File: src/rtl/counter_address_seq.sv
// counter_address_seq: programmable start/stop/stride address sweep with saturate or wrap termination.
module counter_address_seq #(
  parameter int Width   = 8,
  parameter int DefStop = 92,
  parameter int DefStep = 1
) (
  input  logic             clk_i,
  input  logic             rst_i,
  input  logic [1:0]       opc_i,
  input  logic             cfg_we_i,
  input  logic [Width-1:0] start_i,
  input  logic [Width-1:0] stop_i,
  input  logic [Width-1:0] step_i,
  input  logic             dir_i,
  input  logic             wrap_en_i,
  output logic [Width-1:0] count_o,
  output logic             flag_o,
  output logic             done_o,
  output logic             wrap_o,
  output logic             busy_o,
  output logic             cfg_err_o
);
  typedef enum logic [1:0] {IDLE, RUN, DONE} state_e;
  state_e state_q, state_d;
  logic [Width-1:0] count_q, count_d, start_q, start_d, stop_q, stop_d, step_q, step_d;
  logic dir_q, dir_d, wrap_en_q, wrap_en_d, done_q, done_d, wrap_q, wrap_d, err_q, err_d;
  logic cfg_ok, reach;
  logic [Width:0] nxt;
  assign cfg_ok = cfg_we_i && state_q == IDLE;
  // One extra bit catches both carry-out (up) and borrow (down) as crossing.
  assign nxt = dir_q ? {1'b0, count_q} - {1'b0, step_q} : {1'b0, count_q} + {1'b0, step_q};
  assign reach = dir_q ? (nxt[Width] || nxt[Width-1:0] <= stop_q) : (nxt >= {1'b0, stop_q});
  always_ff @(posedge clk_i) begin
    if (!rst_i) begin
      state_q   <= IDLE;
      count_q   <= '0;
      start_q   <= '0;
      stop_q    <= Width'(DefStop);
      step_q    <= Width'(DefStep);
      dir_q     <= 1'b0;
      wrap_en_q <= 1'b0;
      done_q    <= 1'b0;
      wrap_q    <= 1'b0;
      err_q     <= 1'b0;
    end else begin
      state_q   <= state_d;
      count_q   <= count_d;
      start_q   <= start_d;
      stop_q    <= stop_d;
      step_q    <= step_d;
      dir_q     <= dir_d;
      wrap_en_q <= wrap_en_d;
      done_q    <= done_d;
      wrap_q    <= wrap_d;
      err_q     <= err_d;
    end
  end
  always_comb begin
    state_d   = state_q;
    count_d   = count_q;
    start_d   = start_q;
    stop_d    = stop_q;
    step_d    = step_q;
    dir_d     = dir_q;
    wrap_en_d = wrap_en_q;
    err_d     = err_q;
    done_d    = 1'b0;
    wrap_d    = 1'b0;
    if (cfg_ok) begin
      start_d   = start_i;
      stop_d    = stop_i;
      step_d    = step_i;
      dir_d     = dir_i;
      wrap_en_d = wrap_en_i;
      count_d   = start_i;
      err_d     = step_i == '0 || (dir_i ? stop_i > start_i : stop_i < start_i);
    end else if (opc_i[1] == opc_i[0]) begin
      count_d = start_q;
      state_d = IDLE;
    end else if (opc_i == 2'b10 && (state_q == RUN || (state_q == IDLE && !err_q))) begin
      state_d = RUN;
      if (!reach) count_d = nxt[Width-1:0];
      else if (wrap_en_q) begin
        count_d = start_q;
        wrap_d  = 1'b1;
      end else begin
        count_d = stop_q;
        state_d = DONE;
        done_d  = 1'b1;
      end
    end
  end
  always_comb begin
    count_o   = count_q;
    flag_o    = count_q == stop_q;
    done_o    = done_q;
    wrap_o    = wrap_q;
    busy_o    = state_q == RUN;
    cfg_err_o = err_q;
  end
endmodule

File: config.mk
export PLATFORM = sky130hd
export DESIGN_NAME = counter_address_seq
export DESIGN_NICKNAME = d
export VERILOG_FILES = /design/src/rtl/counter_address_seq.sv
export SDC_FILE = /design/constraint.sdc
export NUM_CORES = 1
export LEC_CHECK = 0
export ABC_AREA = 1
export BUFFER_PORTS_ARGS = -buffer_cell sky130_fd_sc_hd__buf_4
export CELL_PAD_IN_SITES_DETAIL_PLACEMENT = 2
export CELL_PAD_IN_SITES_GLOBAL_PLACEMENT = 2
export CORE_MARGIN = 3
export CORE_UTILIZATION = 32
export CTS_BUF_LIST = sky130_fd_sc_hd__clkbuf_16
export DETAILED_ROUTE_END_ITERATION = 8
export PLACE_DENSITY = 0.83
export RECOVER_POWER = 100
export SETUP_SLACK_MARGIN = 0.02
export SKIP_LAST_GASP = 1
export SLEW_MARGIN = 5
export SYNTH_ARGS = -nofsm -noshare
export SYNTH_HDL_FRONTEND = slang
export SYNTH_SLANG_ARGS = --single-unit
File: constraint.sdc
create_clock -name clk_i -period 3.93 [get_ports clk_i]
set_input_delay 0.5895 -clock clk_i [delete_from_list [all_inputs] [get_ports clk_i]]
set_output_delay 0.5895 -clock clk_i [all_outputs]
set_load 0.05 [all_outputs]
After elaboration in Yosys (flattened, before gate mapping)
Cells that the tools add are included.
{"block": "totals", "reg_bits": 39, "inputBits": 31, "wordCells": 51}
{"block": "op_classes", "mux": 14, "bitwise": 4, "n_addsub": 2, "magnitude_cmp": 4, "n_eq_ne": 4, "n_reduce_logical": 13}
{"op": "2-to-1 mux 8 bit", "n": 5}
{"op": "adder 8 x 8 -> 9 bit", "n": 1}
{"op": "greater-or-equal comparator 9 x 8 -> 1 bit", "n": 1}
{"op": "2-to-1 mux 9 bit", "n": 1}
{"op": "subtractor 8 x 8 -> 9 bit", "n": 1}
{"op": "equality test 8 bit", "n": 1}
{"op": "greater-than comparator 8 bit", "n": 1}
{"op": "<= comparator 8 bit", "n": 1}
{"op": "logical NOT 8 bit", "n": 1}
{"op": "< comparator 8 bit", "n": 1}
{"op": "2-to-1 mux 2 bit", "n": 4}
{"op": "OR reduction 5 bit", "n": 1}
{"op": "2-to-1 mux 1 bit", "n": 4}
{"op": "inverter 1 bit", "n": 4}
{"op": "logical AND 1 bit", "n": 3}
{"op": "logical OR 1 bit", "n": 3}
{"op": "nonzero test 3 bit", "n": 1}
{"op": "equality test 2 x 1 -> 1 bit, second input constant", "n": 1}
{"op": "equality test 2 bit, second input constant", "n": 1}
{"op": "logical NOT 2 bit", "n": 1}
{"op": "AND reduction 2 bit", "n": 1}
{"op": "nonzero test 2 bit", "n": 1}
{"op": "equality test 1 bit", "n": 1}
{"op": "logical NOT 1 bit", "n": 1}

Longest topological paths before layout
Gate-level depths: netlist of the first run.
{"block": "logic_depth", "word_depth": 9, "mapped_depth": 26, "ltp_nobuf": 26}

Worst setup path before layout of the first run
Ideal clock, no wire load.
{"block": "synth_path", "path_kind": "register to register", "from": "reg step_q[0]", "to": "reg count_q[6] (netlist: count_o[6])", "path_buffers": 0, "setup_ps": 122, "synth_period_minus_slack_ps": 3280, "setup_slack_ps": 650, "arrival_ps": 3158, "stages_incl_launch_ff": 24, "path_cell_list": "dfxtp_1 -> inv_1 -> ha_1 -> inv_1 -> nor2_4 -> nand2_2 -> o21ai_0 -> xor2_1 -> inv_1 -> ha_1 -> a21oi_1 -> and2_1 -> nand2_1 -> xor2_1 -> ha_1 -> a21o_1 -> nor2_1 -> nand2_1 -> a21oi_1 -> nand4_4 -> nand2_1 -> nand3_1 -> nand2_1 -> a21oi_2"}
{"block": "synth_via", "elab_chain_cells": 9}
{"element": "start, declared", "line": "25", "rtl": "logic [Width-1:0] count_q, count_d, start_q, start_d, stop_q, stop_d, step_q, step_d;"}
{"element": "start signal, assigned", "line": "39", "rtl": "step_q <= Width'(DefStep);"}
{"element": "start signal, assigned", "line": "50", "rtl": "step_q <= step_d;"}
{"element": "adder 8 x 8 -> 9 bit / subtractor 8 x 8 -> 9 bit (equally long branches)", "line": "31", "rtl": "assign nxt = dir_q ? {1'b0, count_q} - {1'b0, step_q} : {1'b0, count_q} + {1'b0, step_q};"}
{"element": "2-to-1 mux 9 bit *", "line": "31"}
{"element": "<= comparator 8 bit", "line": "32", "rtl": "assign reach = dir_q ? (nxt[Width] || nxt[Width-1:0] <= stop_q) : (nxt >= {1'b0, stop_q});"}
{"element": "logical OR 1 bit", "line": "32"}
{"element": "2-to-1 mux 1 bit", "line": "32"}
{"element": "2-to-1 mux 8 bit *", "line": "82", "rtl": "if (!reach) count_d = nxt[Width-1:0];"}
{"element": "2-to-1 mux 8 bit *", "line": "80", "rtl": "end else if (opc_i == 2'b10 && (state_q == RUN || (state_q == IDLE && !err_q))) begin"}
{"element": "2-to-1 mux 8 bit *", "line": "77", "rtl": "end else if (opc_i[1] == opc_i[0]) begin"}
{"element": "2-to-1 mux 8 bit *", "line": "69", "rtl": "if (cfg_ok) begin"}
{"element": "end signal, assigned", "line": "47", "rtl": "count_q <= count_d;"}
{"element": "end, declared", "line": "25"}
Every way passes the cells marked *; elsewhere a longest branch is shown, timed or not. The select of a mux whose other input is x is not followed.
A chain may end at the register's enable or synchronous reset.

Worst setup path after layout of the first run
{"block": "layout_path", "from": "reg step_q[0]", "to": "reg count_q[2] (netlist: count_o[2])"}
Same word-level chain as after synthesis.

==> results of run 1 <==
worst max-delay path, stage by stage, from the launching register on:
cell and delay [ns]:
sky130_fd_sc_hd__dfxtp_2 0.33, sky130_fd_sc_hd__inv_1 0.07, sky130_fd_sc_hd__ha_1 0.18, sky130_fd_sc_hd__inv_2 0.07
sky130_fd_sc_hd__nor2_4 0.12, sky130_fd_sc_hd__inv_1 0.09, sky130_fd_sc_hd__a22oi_2 0.21, sky130_fd_sc_hd__ha_1 0.33
sky130_fd_sc_hd__a21oi_1 0.22, sky130_fd_sc_hd__nand2_1 0.12, sky130_fd_sc_hd__nand4_1 0.12, sky130_fd_sc_hd__nand2_2 0.08
sky130_fd_sc_hd__xor2_2 0.16, sky130_fd_sc_hd__ha_1 0.34, sky130_fd_sc_hd__a21o_1 0.22, sky130_fd_sc_hd__nor2_4 0.13
sky130_fd_sc_hd__nand2_2 0.10, sky130_fd_sc_hd__a21oi_4 0.25, sky130_fd_sc_hd__nand4_4 0.21, sky130_fd_sc_hd__nand2_2 0.14
sky130_fd_sc_hd__nand3_1 0.09, sky130_fd_sc_hd__nand2_1 0.12, sky130_fd_sc_hd__a21oi_2 0.06
where the power goes:
group | total, µW | internal, µW | switching (µW)
registers | 556 | 465 | 90.9
logic | 1700 | 590 | 1110
clock network | 463 | 296 | 167
total | 2720 | 1350 | 1370
sequential cells by signal, indices dropped and copies added (netlist names):
| name | cells |
|---|---|
| done_o | 1 |
| stop_q | 8 |
| state_q | 2 |
| step_q | 8 |
| start_q | 8 |
| wrap_o | 1 |
| dir_q | 1 |
| wrap_en_q | 1 |
| cfg_err_o | 1 |
| count_o | 8 |
final cells by class:
type                    count  area, µm²  share of cell area
multi-input cells         297       1954              0.5433
flip-flops and latches     39      785.8              0.2184
repair buffers             48      307.8             0.08557
inverters                  66      250.2             0.06957
well taps                 108      135.1             0.03757
clock buffers               5      125.1             0.03478
clock inverters             3      38.79             0.01078
cells in the mapped netlist (all sizes together):
master  number
a211oi       2
a21boi       1
a21o         1
a21oi       45
a22oi        1
and2         2
buf          3
clkbuf      10
clkinv       3
dfxtp       39
fa           1
ha          26
inv         63
nand2       74
nand3       27
nand4        7
nor2        35
nor3         1
nor3b        1
nor4         3
o211ai       5
o21a         1
o21ai       42
o21bai       1
o32ai        1
or2          2
xnor2        7
xor2        10
worst max-delay path by stage:
stage	from	to	slack, ns	cells after the start
floorplan	step_q[0]	count_o[6]	0.65	23
global route	step_q[1]	count_o[3]	-0.15	22
finish	step_q[0]	count_o[2]	0.06	22
CTS	step_q[0]	count_o[5]	0.05	25
detailed placement	step_q[0]	count_o[3]	-0.01	24
global placement	step_q[0]	count_o[3]	0.21	24
routing by layer:
layer,vias to the layer above,track usage
met3,11,0.02007
met2,56,0.3979
li1,1444,-
met1,1486,0.2879
met5,-,0
met4,0,0.06442
kinds of logic (layout without fill, tap and decap cells):
| logic type | after synthesis | in the layout | share of synthesized area |
|---|---|---|---|
| fa+ha+maj | 27 | 27 | 0.1193 |
| flops | 39 | 39 | 0.2697 |
| compound gates | 100 | 100 | 0.2014 |
| buf+inv | 79 | 122 | 0.1067 |
| xor+xnor | 17 | 17 | 0.05143 |
| simple gates | 152 | 153 | 0.2515 |
cells in the final DEF, fill, tap and decap left out, drive strengths merged:
cell	count
o21bai	1
nand3	27
nor3	1
bufinv	1
o32ai	1
dfxtp	39
clkbuf	19
fa	1
a21boi	1
xor2	10
nor2	35
a21oi	45
nand4	8
buf	34
o21a	1
clkinv	5
and2	2
a21o	1
nand2	74
nor4	3
o21ai	42
a22oi	1
inv	63
or2	2
xnor2	7
o211ai	5
a211oi	2
ha	26
nor3b	1
repair_timing:
action,4_1_cts,5_1_grt
pin swaps,1,10
gates resized for setup,6,31
gates cloned,1,0
buffers inserted,0,4
setup endpoints to repair,9,12
stage by stage:
| stage | instance area [µm²] | std cells | setup TNS (ns) |
|---|---|---|---|
| after floorplan | 2895 | 414 | 0 |
| after global placement | 3302 | 553 | 0 |
| after detailed placement | 3302 | 553 | -0.02393 |
| after CTS | 3518 | 562 | 0 |
| after global routing | 3597 | 566 | -0.7433 |
| final | 3597 | 566 | 0 |
==> results.py, run 1 <==
metrics = {
    "status": {
        "outcome": "finished with violations",
        "violations": "max-capacitance violations, max-slew violations",
    },
    "worst_setup_path": {
        "worst-r2r-cell-count": 22,
        "worstPathRequired_ns": 4.10,
        "timing.rr.end": "count_o[2]",
        "maximum_net_fanout_on_the_critical_path": 5,
        "rrSetupSlack_ns": 0.06,
        "critical_path.startpoint_type": "flip-flop",
        "r2r-start": "step_q[0]",
        "critPathKind": "flip-flop to flip-flop",
        "critPathCaptureType": "flip-flop",
        "worst-endpoint-arrival_ns": 4.04,
    },
    "sta": {
        "report.final.setup_viol": 0,
        "final_min_period_over_clock_period": 0.9858,
        "final.hold.worst_slack_ns": 0.4876,
        "fin_skew_ns": 0.006653,
        "tightest_slew_ns": 1.507,
        "slew_headroom": -0.004400,
        "post-route-min-period_ns": 3.874,
        "timing.final.hold_violations": 0,
        "fmaxAchievable_ghz": 0.2581,
        "report.final.slew_viol_count": 34,
        "worst_slack_ns": 0.05581,
    },
    "place": {
        "routabilityCongestion": 0.7985,
        "hpwlAfterDp_mm": 8.127,
        "pre_cts_slack_ns": -0.01371,
        "port-buffer-count": 43,
    },
    "synth": {
        "synth.net_count": 472,
        "syn_area_per_cell_um2": 6.993,
        "synth_top_area_cell": "sky130_fd_sc_hd__dfxtp_1",
        "synthTopCellsByArea": "sky130_fd_sc_hd__dfxtp_1 (27%), sky130_fd_sc_hd__ha_1 (11%), sky130_fd_sc_hd__nand2_1 (9.1%)",
        "synth_top_cell_area_share": 0.2697,
        "postSynthRegisterBits": 39,
        "synth_seq_area_share": 0.2697,
        "synthesis.instances": 414,
        "synth.yosys.warnings": 0,
        "synth_cell_types": 42,
        "netlist_area_um2": 2895,
    },
    "worst_hold_path": {
        "hold_start": "state_q[0]",
        "min-delay-path-class": "flip-flop to flip-flop",
        "min_to": "state_q[0]",
        "whs_path_depth": 2,
    },
    "drt": {
        "vias": 2997,
        "drt_first_pass_iters": 4,
        "top_signal_layer_used": "met4",
        "drt-vias-per-instance": 5.295,
        "drc": 0,
        "met2_wirelength_mm": 5.893,
        "drt.antenna.violating_nets": 0,
        "drtIter0Drc": 170,
        "routedLengthMet1_mm": 5.158,
        "drt-wirelength-per-cell_um": 20.40,
        "met3_length_um": 308,
        "postRouteWirelength_mm": 11.55,
    },
    "floorplanning": {
        "ios": 44,
        "dieHeight_um": 101.1,
        "initial_core_util": 0.3304,
        "rows": 34,
        "die_width_um": 101.1,
        "die_area_um2": 10230,
        "core_um2": 8763,
    },
    "global_route": {
        "number_of_antenna_violations_at_the_first_check_in_global_routing": 0,
        "largest_net_degree_at_the_start_of_global_routing": 38,
        "grt_usage": 0.2241,
        "grt_pass1_vias": 3364,
        "grt.overflow.total": 0,
        "grt_first_pass_wirelength_mm": 17.83,
    },
    "cells_and_area": {
        "final_layout_size_suffix_gt1_frac": 0.2293,
        "ant_diodes": 0,
        "finalCoreUtilization": 0.4105,
        "final_nets": 515,
        "syn2layout_area_growth_pct": 24.24,
        "nFillCells": 1027,
    },
    "clock_tree": {
        "worst_setup_hold_path_clk_slew_ns": 0.06,
        "root_cell_of_the_clock_tree": "sky130_fd_sc_hd__clkbuf_16",
        "clock_path_buffers": 2,
        "cts_hold_repair_buffers": 0,
        "cts_made_buffers": 5,
        "cts_max_level": 2,
        "cts_sinks": 39,
        "clock_insertion_delay_worst_skew_ns": 0.28,
        "tritoncts": "done",
    },
    "pwr": {
        "worst_ir_drop_vdd_v": 0.0002268,
        "p_leak_uw": 0.001616,
        "power.density_cell_area_nw_per_um2": 755.6,
        "p_total_uw": 2718,
    },
    "flow_run": {
        "max_cap_violations": 1,
    },
}
No activity file was read; power rests on OpenSTA's default activity.
==> run 2: changes to the inputs <==
Settings changed: CELL_PAD_IN_SITES_DETAIL_PLACEMENT 2 to 0, CELL_PAD_IN_SITES_GLOBAL_PLACEMENT 2 to 1, CORE_UTILIZATION 32 to 41.
==> run 2 against run 1 <==
  * First-iteration DRC count is 29% lower
  * Sequential power shrank 2%
  * The run now ends clean
  * Final cell count down 2.5%
==> results.py, run 2 (synthesis results as in run 1) <==
metrics = {
    "global_route": {
        "grt_usage": 0.2051,
        "largest_net_degree_at_the_start_of_global_routing": 38,
        "grt.overflow.total": 0,
        "grt_pass1_vias": 2778,
        "number_of_antenna_violations_at_the_first_check_in_global_routing": 0,
        "grt_first_pass_wirelength_mm": 13.60,
    },
    "drt": {
        "drt.antenna.violating_nets": 0,
        "drc": 0,
        "drt-wirelength-per-cell_um": 14.64,
        "drt-vias-per-instance": 5.076,
        "drt_first_pass_iters": 4,
        "drtIter0Drc": 120,
        "vias": 2802,
        "postRouteWirelength_mm": 8.082,
    },
    "place": {
        "hpwlAfterDp_mm": 6.383,
        "pre_cts_slack_ns": 0.1131,
        "routabilityCongestion": 0.8258,
        "port-buffer-count": 43,
    },
    "clock_tree": {
        "cts_max_level": 2,
        "tritoncts": "done",
        "root_cell_of_the_clock_tree": "sky130_fd_sc_hd__clkbuf_16",
        "cts_made_buffers": 5,
        "cts_sinks": 39,
        "cts_hold_repair_buffers": 0,
        "clock_path_buffers": 2,
        "worst_setup_hold_path_clk_slew_ns": 0.06,
        "clock_insertion_delay_worst_skew_ns": 0.28,
    },
    "sta": {
        "report.final.setup_viol": 0,
        "slew_headroom": 0.09695,
        "tightest_slew_ns": 1.355,
        "fin_skew_ns": 0.004828,
        "fmaxAchievable_ghz": 0.2698,
        "post-route-min-period_ns": 3.707,
        "setup-tns-final_ns": 0,
        "rsz0062_at_grt": "no",
        "worst_slack_ns": 0.2231,
        "report.final.slew_viol_count": 0,
        "final_min_period_over_clock_period": 0.9432,
        "timing.final.hold_violations": 0,
    },
    "cells_and_area": {
        "final_layout_size_suffix_gt1_frac": 0.1808,
        "multiInputGateArea_um2": 1842,
        "syn2layout_area_growth_pct": 20.27,
        "finalCoreUtilization": 0.5273,
        "sequential_cell_area_um2": 783.3,
        "final_common_cell": "sky130_fd_sc_hd__nand2_1",
        "nFillCells": 700,
        "ant_diodes": 0,
        "final_cell_mix": "sky130_fd_sc_hd__nand2_1 (69), sky130_fd_sc_hd__inv_1 (53), sky130_fd_sc_hd__o21ai_0 (38)",
        "final_nets": 516,
    },
    "worst_setup_path": {
        "r2r-start": "step_q[0]",
        "startpoint": "step_q[0]",
        "timing.rr.end": "count_o[6]",
        "worst-endpoint-arrival_ns": 3.88,
        "critPathKind": "flip-flop to flip-flop",
        "worst-r2r-cell-count": 25,
        "critical_path.startpoint_type": "flip-flop",
        "worstPathRequired_ns": 4.10,
        "rrSetupSlack_ns": 0.22,
        "maximum_net_fanout_on_the_critical_path": 6,
        "critPathCaptureType": "flip-flop",
    },
    "floorplanning": {
        "die_area_um2": 8106,
        "die_width_um": 90.04,
        "dieHeight_um": 90.04,
        "ios": 44,
        "initial_core_util": 0.4384,
        "rows": 29,
        "core_um2": 6604,
    },
    "flow_run": {
        "max_cap_violations": 0,
    },
    "pwr": {
        "worst_ir_drop_vdd_v": 0.0002637,
        "p_leak_uw": 0.001603,
        "power.density_cell_area_nw_per_um2": 702.2,
    },
    "worst_hold_path": {
        "min_to": "state_q[0]",
        "hold_start": "state_q[0]",
        "whs_path_depth": 2,
        "min-delay-path-class": "flip-flop to flip-flop",
    },
    "status": {
        "outcome": "finished clean",
    },
}
[run 2: changes by cell type in the layout (fill, tap and decap cells not counted), moves of 2 or more]
cell / change
sky130_fd_sc_hd__nand3_1: +2
sky130_fd_sc_hd__nand2_1: +10
sky130_fd_sc_hd__dfxtp_2: -2
sky130_fd_sc_hd__dfxtp_1: +2
sky130_fd_sc_hd__nand2_2: -10
sky130_fd_sc_hd__a21oi_1: +2
[run 2: final cells by class]
| class | instances | share of cell area |
|---|---|---|
| Clock buffer | 5 | 0.03593 |
| Clock inverter | 3 | 0.01222 |
| Inverter | 66 | 0.07186 |
| Multi-Input combinational cell | 296 | 0.5289 |
| Sequential cell | 39 | 0.2249 |
| Tap cell | 93 | 0.03342 |
| Timing Repair Buffer | 50 | 0.09271 |
[run 2: worst max path at each step]
stage	to	cells past startpoint	slack [ns]
after detailed placement	count_o[5]	24	0.11
final	count_o[6]	25	0.22
after CTS	count_o[5]	24	0.09
after global routing	count_o[6]	25	0.006
after global placement	count_o[6]	24	0.22
after floorplan	count_o[6]	23	0.65
[run 2: critical path, cell delays in order, from the launching register on]
cell,delay [ns]
sky130_fd_sc_hd__dfxtp_2,0.34
sky130_fd_sc_hd__inv_1,0.06
sky130_fd_sc_hd__ha_1,0.20
sky130_fd_sc_hd__inv_2,0.08
sky130_fd_sc_hd__nor2_4,0.04
sky130_fd_sc_hd__a21oi_2,0.14
sky130_fd_sc_hd__xor2_1,0.22
sky130_fd_sc_hd__inv_1,0.11
sky130_fd_sc_hd__ha_4,0.30
sky130_fd_sc_hd__nand2_1,0.05
sky130_fd_sc_hd__nand2_1,0.10
sky130_fd_sc_hd__nand3_1,0.08
sky130_fd_sc_hd__and2_1,0.15
sky130_fd_sc_hd__nand2_2,0.08
sky130_fd_sc_hd__xor2_2,0.16
sky130_fd_sc_hd__ha_1,0.26
sky130_fd_sc_hd__a21o_1,0.19
sky130_fd_sc_hd__nor2_2,0.13
sky130_fd_sc_hd__nand2_1,0.09
sky130_fd_sc_hd__a21oi_2,0.19
sky130_fd_sc_hd__nand4_4,0.18
sky130_fd_sc_hd__buf_6,0.18
sky130_fd_sc_hd__nand2_1,0.06
sky130_fd_sc_hd__nand3_1,0.06
sky130_fd_sc_hd__nand2_1,0.08
sky130_fd_sc_hd__a21oi_2,0.05
[run 2: report_power, final]
part           total (µW)  internal [µW]  leakage (µW)  switching [µW]
Clock                 464            299     0.0000818             165
Combinational        1440            541       0.00120             896
Sequential            543            464      0.000323            78.9
Total                2440           1300       0.00160            1140
[run 2: timing repair]
action                     4_1_cts  5_1_grt
resized for setup                0       15
setup buffers                    0        3
setup endpoints to repair        0       12
[run 2: stage by stage]
stage	total power, µW	std cells	area [µm²]	hold slack, ns
2_1_floorplan	1551	414	2895	0.4541
3_3_place_gp	1883	541	3306	0.4672
3_5_place_dp	1893	541	3306	0.4803
6_report	2445	552	3482	0.4818
5_1_grt	2666	552	3482	0.5056
4_1_cts	2364	549	3473	0.4876
[run 2: routing by layer]
metal | part of all wire | track usage
met5 | 0 | 0
met4 | 0.022 | 0.07015
met3 | 0.062 | 0.03923
met2 | 0.43 | 0.3149
met1 | 0.49 | 0.2870
